<file path="config.mk">
export PLATFORM = sky130hd
export DESIGN_NAME = signed_divider_flat
export DESIGN_NICKNAME = d
export VERILOG_FILES = /design/src/rtl/signed_divider_if.sv /design/src/rtl/signed_divider.sv /design/src/flat_wrapper.sv
export SDC_FILE = /design/constraint.sdc
export NUM_CORES = 1
export LEC_CHECK = 0
export BUFFER_PORTS_ARGS = -buffer_cell sky130_fd_sc_hd__buf_2
export CAP_MARGIN = 20
export CORE_MARGIN = 5
export CORE_UTILIZATION = 45
export DETAILED_ROUTE_END_ITERATION = 10
export PLACE_DENSITY = 0.65
export SYNTH_ARGS = -nofsm -noshare
export SYNTH_HDL_FRONTEND = slang
export SYNTH_SLANG_ARGS = --single-unit
</file>
<file path="constraint.sdc">
create_clock -name clk -period 2.5 [get_ports clk]
set_input_delay 0.25 -clock clk [delete_from_list [all_inputs] [get_ports clk]]
set_output_delay 0.25 -clock clk [all_outputs]
set_load 0.01 [all_outputs]
</file>
<file path="src/rtl/signed_divider_if.sv">
// Handshake and data bundle for signed_divider: operands in, quotient/remainder/status out.
interface signed_divider_if;
    logic       start;
    logic [6:0] a;
    logic [3:0] b;
    logic [6:0] q;
    logic [3:0] r;
    logic       busy;
    logic       done;
    logic       err;

    modport master (output start, a, b, input q, r, busy, done, err);
    modport slave  (input start, a, b, output q, r, busy, done, err);
endinterface

</file>
<file path="src/rtl/signed_divider.sv">
// Sequential sign-magnitude restoring divider (7-bit / 4-bit), one quotient bit per clock.
// Optional macro SIGNED_DIVIDER_DBZ_EN: zero divisor finishes immediately with err=1.
module signed_divider (
    input  logic            clk,
    input  logic            rst_n,
    signed_divider_if.slave bus
);
    typedef enum logic [1:0] {IDLE, RUN, DONE} state_t;

    state_t     state;
    logic [6:0] a_q;
    logic [3:0] b_q;
    logic [3:0] rem;
    logic [5:0] quo;
    logic [2:0] cnt;
    logic [6:0] q_r;
    logic [3:0] r_r;
    logic       busy_r;
    logic       done_r;
    logic [3:0] shifted;
    logic [3:0] rem_next;
    logic       q_bit;

    // cnt walks the dividend magnitude MSB first, so it doubles as the bit index
    always_comb begin
        shifted  = {rem[2:0], a_q[cnt]};
        q_bit    = (shifted >= {1'b0, b_q[2:0]});
        rem_next = q_bit ? (shifted - {1'b0, b_q[2:0]}) : shifted;
    end

`ifdef SIGNED_DIVIDER_DBZ_EN
    logic err_r;
`endif

    always_ff @(posedge clk) begin
        if (!rst_n) begin
            state  <= IDLE;
            a_q    <= '0;
            b_q    <= '0;
            rem    <= '0;
            quo    <= '0;
            cnt    <= '0;
            q_r    <= '0;
            r_r    <= '0;
            busy_r <= 1'b0;
            done_r <= 1'b0;
`ifdef SIGNED_DIVIDER_DBZ_EN
            err_r  <= 1'b0;
`endif
        end else begin
            case (state)
                IDLE, DONE: begin
                    done_r <= 1'b0;
                    if (bus.start) begin
                        a_q <= bus.a;
                        b_q <= bus.b;
                        rem <= '0;
                        quo <= '0;
                        cnt <= 3'd5;
`ifdef SIGNED_DIVIDER_DBZ_EN
                        if (bus.b[2:0] == 3'b000) begin
                            state  <= DONE;
                            busy_r <= 1'b0;
                            done_r <= 1'b1;
                            q_r    <= {bus.a[6] ^ bus.b[3], 6'h3F};
                            r_r    <= {bus.a[6], 3'b000};
                            err_r  <= 1'b1;
                        end else begin
                            state  <= RUN;
                            busy_r <= 1'b1;
                        end
`else
                        state  <= RUN;
                        busy_r <= 1'b1;
`endif
                    end else begin
                        state  <= IDLE;
                        busy_r <= 1'b0;
                    end
                end
                RUN: begin
                    rem <= rem_next;
                    quo <= {quo[4:0], q_bit};
                    cnt <= cnt - 3'd1;
                    if (cnt == 3'd0) begin
                        state  <= DONE;
                        busy_r <= 1'b0;
                        done_r <= 1'b1;
                        q_r    <= {a_q[6] ^ b_q[3], quo[4:0], q_bit};
                        r_r    <= {a_q[6], rem_next[2:0]};
`ifdef SIGNED_DIVIDER_DBZ_EN
                        err_r  <= 1'b0;
`endif
                    end
                end
                default: begin
                    state  <= IDLE;
                    busy_r <= 1'b0;
                    done_r <= 1'b0;
                end
            endcase
        end
    end

    assign bus.q    = q_r;
    assign bus.r    = r_r;
    assign bus.busy = busy_r;
    assign bus.done = done_r;
`ifdef SIGNED_DIVIDER_DBZ_EN
    assign bus.err  = err_r;
`else
    assign bus.err  = 1'b0;
`endif
endmodule

</file>
<file path="src/flat_wrapper.sv">
// flat-port wrapper written by rule: the top's interface ports become plain ports
module signed_divider_flat 
  (clk, rst_n, bus_start, bus_a, bus_b, bus_q, bus_r, bus_busy, bus_done, bus_err);
  signed_divider_if bus_i ();
  input  logic clk;
  input  logic rst_n;
  input wire logic [$bits(bus_i.start)-1:0] bus_start;
  input wire logic [$bits(bus_i.a)-1:0] bus_a;
  input wire logic [$bits(bus_i.b)-1:0] bus_b;
  output wire logic [$bits(bus_i.q)-1:0] bus_q;
  output wire logic [$bits(bus_i.r)-1:0] bus_r;
  output wire logic [$bits(bus_i.busy)-1:0] bus_busy;
  output wire logic [$bits(bus_i.done)-1:0] bus_done;
  output wire logic [$bits(bus_i.err)-1:0] bus_err;
  assign bus_i.start = bus_start;
  assign bus_i.a = bus_a;
  assign bus_i.b = bus_b;
  assign bus_q = bus_i.q;
  assign bus_r = bus_i.r;
  assign bus_busy = bus_i.busy;
  assign bus_done = bus_i.done;
  assign bus_err = bus_i.err;
  signed_divider u_core (.clk(clk), .rst_n(rst_n), .bus(bus_i));
endmodule
</file>
# Word level (Yosys, flattened, before mapping)

Cells that the tools add are included.

Output and inout port bits: 14
Register bits after elaboration: 37

Multiplexer cells: 15
Equal/unequal tests: 4
$lt $le $gt $ge: 2
Add/subtract/negate cells: 2
Reduce and logical (&&, ||, !) cells: 8
Bitwise logic cells: 1

Operators by type and width:

| operator                                            | count |
|---|---|
| one-hot mux 3 bit (2 select lines)                  | 2 |
| one-hot mux 5 bit (2 select lines)                  | 1 |
| 2-to-1 mux 3 bit                                    | 3 |
| AND reduction 2 bit                                 | 4 |
| 2-to-1 mux 5 bit                                    | 1 |
| greater-or-equal comparator 4 x 3 -> 1 bit          | 1 |
| < comparator 3 x 4 -> 1 bit, second input constant  | 1 |
| 2-to-1 mux 1 bit                                    | 4 |
| one-hot mux 2 bit (2 select lines)                  | 1 |
| binary-select mux 1 bit (select 3 bit)              | 1 |
| zero test 3 bit                                     | 1 |
| subtractor 3 x 1 -> 3 bit, second input constant    | 1 |
| subtractor 3 bit                                    | 1 |
| equality test 2 x 1 -> 1 bit, second input constant | 1 |
| equality test 2 bit, second input constant          | 1 |
| zero test 2 bit                                     | 1 |
| 2-to-1 mux 2 bit                                    | 1 |
| != test 2 x 1 -> 1 bit, second input constant       | 1 |
| != test 2 bit, second input constant                | 1 |
| one-hot mux 1 bit (2 select lines)                  | 1 |
| nonzero test 2 bit                                  | 1 |
| OR reduction 2 bit                                  | 1 |
| XOR 1 bit                                           | 1 |

# Logic depth before layout (Yosys ltp)

Depth after elaboration: 5
Mapped depth: 9
Depth with buffers taken out: 9

# Worst setup path before layout

No wires, ideal clock.

Path kind: reg2reg
Start: register u_core.cnt[1]
End: register u_core.r_r[2] (netlist: u_core.bus.r[2])
Period minus slack after synthesis: 2446 ps
Data required time: 2379 ps
Buffers on the path: 0
Stages on the path, launching flop included: 9
Path slack: 54 ps
Data arrival time: 2325 ps
Setup time: 121 ps
Cells stage by stage: dfxtp_1 -> mux4_2 -> mux2i_2 -> ha_1 -> fa_1 -> a21bo_1 -> a211o_1 -> mux2i_1 -> a21oi_1

Longest elaborated chain between the ends: 4

Ends and longest elaborated chain:

| what                                                                           | line                                       | text |
|---|---|---|
| start, declared                                                                | signed_divider.sv:15                       | `logic [2:0] cnt;` |
| start signal, assigned                                                         | signed_divider.sv:84                       | `cnt <= cnt - 3'd1;` |
| binary-select mux 1 bit (select 3 bit)                                         | signed_divider.sv:26                       | `shifted = {rem[2:0], a_q[cnt]};` |
| 2-to-1 mux 1 bit (implied by the code)                                         | signed_divider.sv:26                       |  |
| greater-or-equal comparator 4 x 3 -> 1 bit or subtractor 3 bit (tied branches) | signed_divider.sv:27, signed_divider.sv:28 |  |
| 2-to-1 mux 3 bit                                                               | signed_divider.sv:28                       | `rem_next = q_bit ? (shifted - {1'b0, b_q[2:0]}) : shifted;` |
| end signal, assigned                                                           | signed_divider.sv:90                       | `r_r <= {a_q[6], rem_next[2:0]};` |
| end, declared                                                                  | signed_divider.sv:17                       | `logic [3:0] r_r;` |

Several ways; a longest one is shown, not always the timed one. The select of a mux whose other input is x is not followed.
A chain may end at the register's enable or synchronous reset.

# Final worst setup path

Same ends and word-level chain as after synthesis.

==> metrics.md <==
| Metric | Value |
|---|---|
| Status | `finished clean` |
| Hold WS | `between 0.1 and 0.15 ns` |
| Number of register bits inferred by synthesis | `36` |
| Fmax | `just over 400 MHz` |
| Final min period | `between 2 and 2.5 ns` |
| RSZ-0062 raised after global routing | `true` |
| Layout Cells excl Fill | `approximately 250` |
| Reg-to-reg startpoint | `u_core.cnt[1]` |
| Layout cell share with drive strength beyond 1 | `0.246` |
| Worst r2r path cells | `8` |
| Final Hold Viols | `0` |
| Yosys Warn Count | `0` |
| Syn Area/Cell | `9.09 sq um` |
| H-tree levels | `2` |
| Setup Viol. Count Final | `0` |
| # diodes | `0` |
| RR Endpoint | `u_core.bus.r[2]` |
| Max-Cap Viols | `0` |
| Synthesized cell area | `0.00159 sq mm` |
| Clk buf depth | `2` |
| Cell taking the most area after synthesis | `dfxtp_1` |
| Yosys top cell area share | `0.453` |
| Antenna violation net count after detailed routing | `0` |
| Buffers on Ports | `26` |
| Row count | `21` |
| Crit path launch type | `register` |
| Vias in the first global route | `~1200` |
| Syn nets | `approximately 200` |
| Max Slew Vio Count | `0` |
| Hold_buf cts | `0` |
| Worst Hold Depth | `3` |
| Post-route cell area | `0.00189 sq mm` |
| Crit Path Category | `register to register` |
| CP Max Fanout | `4` |
| DP Area | `~0.0018 sq mm` |
| Crit path arrival time | `roughly 2.7 ns` |
| Final WL | `around 3200 microns` |
| Initial Util | `0.470` |
| Area contributors post-synth | `dfxtp_1 (45%), nand2_1 (10%), a21boi_0 (6.1%), ha_1 (3.9%), nor2b_1 (2.0%)` |
| Drt pass-1 iters | `4` |
| Largest net degree at the start of global routing | `22` |
| Seq/Total Area, Yosys | `0.453` |
| DRC viols | `0` |
| GRT Overall Usage | `0.145` |
| Post-synth EDFFs | `0` |
| First-pass GRT wire length | `~5600 microns` |
| Pwr Density | `roughly 670 mW/mm^2` |
| R2R Setup Slk | `around 0.025 ns` |
| Clock transition at path regs | `0.12 ns` |
| Setup WS post-layout | `about 0.025 ns` |
| Overflow after GRT | `0` |
| TritonCTS Sinks | `36` |
| Pre-CTS setup slack | `approximately 0.0017 ns` |
| Die outline area | `about 0.0048 sq mm` |
| Worst skew pair latency | `between 0.3 and 0.4 ns` |
| Routed length per placed instance | `around 13 microns` |
| Crit share post-route | `0.990` |
| VDD IR max | `around 350 uV` |
| TritonCTS clock tree | `built` |
| Tightest Hold Check Type | `primary input to register` |
| Core area | `0.00339 sq mm` |
| Final HPWL DP | `2330 microns` |
| Setup tns final | `0 ns` |
| Most used DFF post-synth | `dfxtp_1` |
| Post-synthesis async set-or-reset flop share | `0` |
| Vias per std cell | `between 4 and 5` |
| Die W | `69.5 microns` |
| Leakage | `between 0.0007 and 0.0008 uW` |
| DP Cell Count | `~240` |
| Initial antenna violation count | `0` |
| Worst-Margin Slew | `0.638 ns` |
| Setup Skew | `roughly 0.011 ns` |
| CTS buffer count | `5` |
| Area Overhead vs Synth | `18.6%` |
| DR vias | `about 1300` |
| Crit path required time | `2.72 ns` |
| Yosys cell types | `39` |
| Syn Inst Count | `between 150 and 200` |
| Worst hold start | `bus_b[1]` |
| Die height | `approximately 69 microns` |
| Relative slew margins | `0.573` |
| Crit. End Element | `register` |
| Fin nets | `roughly 230` |
| GPL Wtd Cong | `0.866` |
| Root Driver | `clkbuf_4` |
| DR iter-0 viols | `34` |
| Hold EP | `u_core.b_q[1]` |
| Top Ports | `28` |
registers in the layout, indices dropped and copies added (netlist names):
signal,count
u_core.bus.r,4
u_core.b_q,4
u_core.rem,3
u_core.bus.busy,1
u_core.cnt,3
u_core.quo,5
u_core.state,1
u_core.bus.q,7
u_core.a_q,7
u_core.bus.done,1
report_power, final:
group / switching, uW / internal, uW / total [uW] / leakage (uW)
clock network: 199 / 208 / 408 / 0.0000412
registers: 25.5 / 606 / 632 / 0.000294
logic: 117 / 104 / 220 / 0.000451
total: 342 / 918 / 1260 / 0.000787
worst max-delay path, cell delays in order, from the launching register on:
cell and delay, ns:
dfxtp_2 0.36, mux4_2 0.50, mux2i_2 0.18, ha_2 0.21, fa_2 0.20, a21bo_4 0.24, a211o_1 0.36, mux2i_1 0.22
a21oi_1 0.09
kinds of logic after synthesis:
family | Yosys count | share of synthesized area
AO/OA/AOI/OAI | 43 | 0.198
XOR/XNOR | 2 | 0.0110
adder cells (fa/ha/maj) | 6 | 0.0519
buffers and inverters | 15 | 0.0424
flip-flops | 36 | 0.453
multiplexers | 5 | 0.0417
other | 1 | 0.00236
AND/OR/NAND/NOR | 67 | 0.200
layout make-up:
type | count | area, sq um
Tap cell | 46 | 57.6
Clock buffer | 5 | 37.5
Timing Repair Buffer | 33 | 183
Multi-Input combinational cell | 124 | 822
Fill cell | 313 | 1500
Sequential cell | 36 | 722
Inverter | 6 | 22.5
Clock inverter | 3 | 42.5
cells in the final DEF (no fill, tap or decap), types with 3 or more instances in the layout:
cell and instances:
a22oi_1 3, clkbuf_4 5, a21oi_1 3, nor2b_1 5, nand2_1 43, nand2b_1 3
inv_1 6, nor2_1 6, a21boi_0 13, buf_4 7, mux2i_1 3, o21ai_1 6
dfxtp_1 35, ha_1 4, a21boi_1 4, buf_2 26
how the worst max path moves through the flow:
stage | from | to | slack [ns] | cells past startpoint
global placement | u_core.cnt[1] | u_core.bus.r[2] | 0.07 | 8
CTS | u_core.cnt[1] | u_core.bus.r[2] | 0.03 | 8
finish | u_core.cnt[1] | u_core.bus.r[2] | 0.02 | 8
detailed placement | u_core.cnt[1] | u_core.bus.r[2] | 0.002 | 10
floorplan | u_core.cnt[1] | u_core.bus.r[2] | 0.05 | 8
global route | u_core.cnt[1] | u_core.bus.r[2] | -0.1 | 8
metrics by stage:
| stage | utilization | power [uW] |
|---|---|---|
| after CTS | 0.549 | 1260 |
| final | 0.557 | 1260 |
| after detailed placement | 0.525 | 854 |
| after global routing | 0.557 | 1330 |
| after global placement | 0.525 | 848 |
| after floorplan | - | 789 |
timing repair:
| item | CTS | global route |
|---|---|---|
| pin swaps | 1 | 5 |
| resized for setup | 1 | 5 |
| gates cloned | 0 | 0 |
| endpoints found under the setup margin | 1 | 7 |
| endpoints found under the hold margin | 0 | 0 |
| buffers inserted | 0 | 1 |
cell usage after synthesis, types with 2 or more instances:
cell / instances
a21boi_0: 13
xnor2_1: 2
mux2i_1: 3
and2_1: 2
dfxtp_1: 36
buf_4: 2
a22oi_1: 3
inv_1: 6
clkbuf_1: 4
nand2_1: 43
o21ai_0: 3
nand3b_1: 2
nor2_1: 6
a21oi_1: 3
a21boi_1: 4
buf_2: 3
nand2b_1: 3
nor2b_1: 5
o211a_1: 2
nand3_1: 2
ha_1: 5
o21ai_1: 5
a32o_1: 2
per-layer routing:
metal / vias up / GRT usage / routed length, microns / share of wire
li1: 655 / - / - / -
met2: 34 / 0.237 / 1410 / 0.44
met3: 4 / 0.0580 / 236 / 0.074
met1: 563 / 0.167 / 1500 / 0.47
met4: 0 / 0.0586 / 47 / 0.015
met5: - / 0 / 0 / 0
(Power assumes the default switching activity.)
